<file path="config.mk">
export PLATFORM = sky130hd
export DESIGN_NAME = shift_sequencer
export DESIGN_NICKNAME = d
export VERILOG_FILES = /design/src/rtl/shift_sequencer.sv
export SDC_FILE = /design/constraint.sdc
export NUM_CORES = 1
export LEC_CHECK = 0
export ABC_AREA = 1
export CAP_MARGIN = 25
export CORE_AREA = 2 2 121 123
export DETAILED_ROUTE_END_ITERATION = 8
export DIE_AREA = 0 0 123 125
export PLACE_DENSITY = 0.74
export SYNTH_ARGS = -nofsm -noshare
export SYNTH_HDL_FRONTEND = slang
export SYNTH_SLANG_ARGS = --single-unit
</file>
<file path="constraint.sdc">
create_clock -name clk -period 3.1 [get_ports clk]
set_clock_uncertainty 0.15 [all_clocks]
set_input_delay 0.93 -clock clk [delete_from_list [all_inputs] [get_ports clk]]
set_output_delay 0.93 -clock clk [all_outputs]
set_load 0.05 [all_outputs]
</file>
<file path="src/rtl/shift_sequencer.sv">
`default_nettype none
// ============================================================================
// Module   : shift_sequencer
// Purpose  : Multi-cycle 32-bit shifter (sll/srl/sra). Applies one fixed
//            power-of-two stage (1,2,4,8,16) per clock under valid/ready
//            handshakes on both operand and result sides.
// Revision : 1.0 - initial release
// ============================================================================
module shift_sequencer #(
  parameter int WIDTH   = 32,
  parameter int SHAMT_W = 5
) (
  input  logic               clk,
  input  logic               reset_n,
  input  logic               in_valid,
  output logic               in_ready,
  input  logic [WIDTH-1:0]   in_data,
  input  logic [SHAMT_W-1:0] in_shamt,
  input  logic [1:0]         in_op,
  output logic               out_valid,
  input  logic               out_ready,
  output logic [WIDTH-1:0]   out_data,
  output logic               out_err,
  output logic               busy
);

  localparam int STG_W = 3;
  localparam logic [1:0] OP_SLL = 2'b00;
  localparam logic [1:0] OP_SRA = 2'b10;
  localparam logic [1:0] OP_RSV = 2'b11;

  typedef enum logic [1:0] {
    IDLE  = 2'd0,
    SHIFT = 2'd1,
    DONE  = 2'd2
  } state_t;

  state_t             state;
  state_t             state_nxt;
  logic [WIDTH-1:0]   data;
  logic [SHAMT_W-1:0] shamt;
  logic [1:0]         op;
  logic [STG_W-1:0]   stage;
  logic [WIDTH-1:0]   result;
  logic               err;

  logic [WIDTH-1:0]   stage_out [SHAMT_W];
  logic [WIDTH-1:0]   stage_sel;
  logic               stage_bit;
  logic [WIDTH-1:0]   data_step;
  logic [SHAMT_W-1:0] shamt_hi;
  logic               last_stage;
  logic               bypass;

  // Fixed-wiring shift stages, one per power of two.
  for (genvar i = 0; i < SHAMT_W; i++) begin : g_stage
    localparam int AMT = 1 << i;
    logic signed [WIDTH-1:0] sra_v;
    assign sra_v = $signed(data) >>> AMT;
    assign stage_out[i] = (op == OP_SLL) ? (data << AMT) :
                          (op == OP_SRA) ? WIDTH'(sra_v) :
                                           (data >> AMT);
  end

  // Pick the active stage output and its shift-amount bit.
  always_comb begin
    stage_sel = data;
    stage_bit = 1'b0;
    for (int i = 0; i < SHAMT_W; i++) begin
      if (int'(stage) == i) begin
        stage_sel = stage_out[i];
        stage_bit = shamt[i];
      end
    end
  end

  assign data_step  = stage_bit ? stage_sel : data;
  assign shamt_hi   = shamt >> (stage + STG_W'(1));
  assign last_stage = (shamt_hi == '0);
  assign bypass     = (in_op == OP_RSV) || (in_shamt == '0);

  // State register.
  always_ff @(posedge clk or negedge reset_n) begin
    if (!reset_n) state <= IDLE;
    else          state <= state_nxt;
  end

  // Next-state decode; trailing zero stages end the shift early.
  always_comb begin
    state_nxt = state;
    case (state)
      IDLE:    if (in_valid) state_nxt = bypass ? DONE : SHIFT;
      SHIFT:   if (last_stage) state_nxt = DONE;
      DONE:    if (out_ready) state_nxt = IDLE;
      default: state_nxt = IDLE;
    endcase
  end

  // Operand latch, per-stage datapath update and result capture.
  always_ff @(posedge clk or negedge reset_n) begin
    if (!reset_n) begin
      data   <= '0;
      shamt  <= '0;
      op     <= '0;
      stage  <= '0;
      result <= '0;
      err    <= 1'b0;
    end else begin
      case (state)
        IDLE: begin
          if (in_valid) begin
            data  <= in_data;
            shamt <= in_shamt;
            op    <= in_op;
            stage <= '0;
            if (bypass) begin
              result <= in_data;
              err    <= (in_op == OP_RSV);
            end
          end
        end
        SHIFT: begin
          data  <= data_step;
          stage <= stage + STG_W'(1);
          if (last_stage) begin
            result <= data_step;
            err    <= 1'b0;
          end
        end
        default: ;
      endcase
    end
  end

  assign in_ready  = (state == IDLE);
  assign out_valid = (state == DONE);
  assign busy      = (state != IDLE);
  assign out_data  = result;
  assign out_err   = err;

endmodule
`default_nettype wire

</file>
==> metrics.txt <==
outcome=complete, no violations; Synth Cell Area=0.00624 mm2; Crit Reg-Reg Startpoint=op[1]$_DFFE_PN0P_; vias in the first global route=6629; met1 Use GR=approximately two fifths; count of cells resized by post-cts repair=0; clock buffer count from CTS=9; DP HPWL=15300 um; Via density=5.66; syn nets=about 1100; Core Area=0.0142 mm2; FILL cells=1454; count of cell types in the netlist=26; post-synthesis adder-cell area fraction=1.00%; Synth Register Bits=between 70 and 80; Die H=125 um; fraction of registers with async set/reset=100%; Wirelength per Cell=16.7 um; number of buffers inserted by hold repair at cts=0; cell taking the most area after synthesis=dfrtp_1; XOR/XNOR Fraction of Synth Area=0%; post-route core utilization=52.8%; Initial Util=43.9%; DRC=0; commonest non-fill, non-tap cell in the layout=nand2_1; Max Cap Violations=0; DRT iter0 DRCs=about 1000; most frequent cells in the layout=437 x nand2_1, 188 x nand3_1, 105 x a21oi_1, 77 x dfrtp_1, 77 x clkdlybuf4s50_1; Post-DP Area=0.00721 mm2; # diodes=0; pre-CTS setup slack=299 ps; Setup CP Type=reg2out; First-pass DRT Iterations=8; H-tree depth=3; largest family of logic cells by synthesized area=simple AND/OR/NAND/NOR gates; met2 Usage GRT=about 41%; top-level I/O count=79; top_reg_cell synth=dfrtp_1; Fin. Hold Viols=0; P&R area growth vs syn=20.3%; Longest Clk Path Bufs=2; Synth Instances=1056; design area=between 0.007 and 0.008 mm2; first-pass GRT wire length=roughly 35000 um; Final Critical Period=2990 ps; post-CTS setup buffers=0; Tcrit/Tclk final=96.6%; row count=44; Routed Antenna Nets=0; CP Max Fanout=5; CTS clk-pin slew, worst paths=about 70 ps; number of setup violations in the final report=0; critical path endpoint category=primary output; min-delay worst type=reg2reg; largest cells by area after synthesis=dfrtp_1 31%, nand2_1 26%, nand3_1 15%; Ys Warns=0; DR vias=7302; startpoint types=flop; Port Buf Inserts=78; share of the synthesized area in the top cell type=a little under a third; Least-Margin Pin Slew=769 ps; WP data required=approximately 2000 ps; Total Neg Setup Slack=0 ps; WL final=21600 um; critical path launch point=state[0]$_DFFE_PN0P_; syn_area_per_cell=between 5 and 6 um2; CP arrival=between 1500 and 2000 ps; EDFF count, synth=0; Root Buffer=clkbuf_16; RD Place Congestion=1.02; fin. max-slew vios=0; Max Fclk=334 MHz; Hold Crit Start=out_data[11]$_DFFE_PN0P_; Clock Latency Late Sink=340 ps; unrepaired setup endpoints after global routing=no; Sink Count=77; Slew Limit Headroom=48.6%; CTS tree=built; mux contribution to synthesized area=0.180%; share of post-route cells with drive strength above 1=8.94%; GRT overflow=0; largest net degree at the start of global routing=54; GRT Total Usage=28.3%; met3 GRT Util=5.89%; full die area=0.0154 mm2; post-synthesis compound-gate area fraction=10.5%; Final WS setup=106 ps; initial antenna violation count=0; sequential area share after synthesis=30.9%; Synth Area in Simple Gates=approximately 51%; layer with the highest usage=met2; Nets=between 1000 and 1500; die boundary width=123 um
Yosys cell counts (2+ instances only):
cell      instances
a21oi_1         105
or2_2            44
dfrtp_1          77
nand2_1         437
o21ai_1           4
nor2_4            3
nand3_1         188
buf_1             8
inv_2             9
buf_2            24
clkbuf_1         31
nor2_1           64
buf_4             2
o21ai_0          14
inv_1            29
a31oi_1           2
nor3_1            2
ha_1              5
routing by layer:
metal,up-vias,wire (um)
met5,-,0
met4,0,783
met3,75,2140
met2,427,9230
met1,3282,9450
li1,3518,-
logic make-up after synthesis:
logic type,after synthesis
flip-flops,77
adder cells (fa/ha/maj),5
buffers and inverters,104
AO/OA/AOI/OAI,129
AND/OR/NAND/NOR,740
multiplexers,1
cell type report:
cell class              count  area (um2)  share of cell area [%]
well taps                 184         230                    3.07
clock inverters             6        70.1                   0.933
flip-flops and latches     77        1930                    25.7
repair buffers            100        1010                    13.4
clock buffers              10         229                    3.05
multi-input cells         875        3900                    51.9
inverters                  39         146                    1.95
worst paths after layout:
kind                                             to  slack (ps)  depth (start not counted)
max in group asynchronous      data[18]$_DFFE_PN0P_        1800                          2
max reg2reg                    data[15]$_DFFE_PN0P_         530                         12
min                        out_data[11]$_DFFE_PN0P_         340                          2
max                                        in_ready         110                          2
min in group asynchronous   out_data[6]$_DFFE_PN0P_         400                          1
min reg2reg                out_data[11]$_DFFE_PN0P_         340                          2
worst max-delay path, stage by stage (launching register included):
cell and delay, ps:
dfrtp_1 420, nor2_1 270, clkdlybuf4s50_1 880
registers in the layout (all words and copies together) (netlist names):
name      cells
stage         3
out_err       1
data         32
shamt         5
op            2
out_data     32
state         2
through the flow:
step	cells	hold WS [ps]
final	1291	338
after global routing	1291	358
after CTS	1291	338
after detailed placement	1275	315
after global placement	1275	320
after floorplan	1056	325
Power is left out: the tool's default activity adds up to more than one toggle a clock period on the data nets, which glitch-free logic cannot reach.
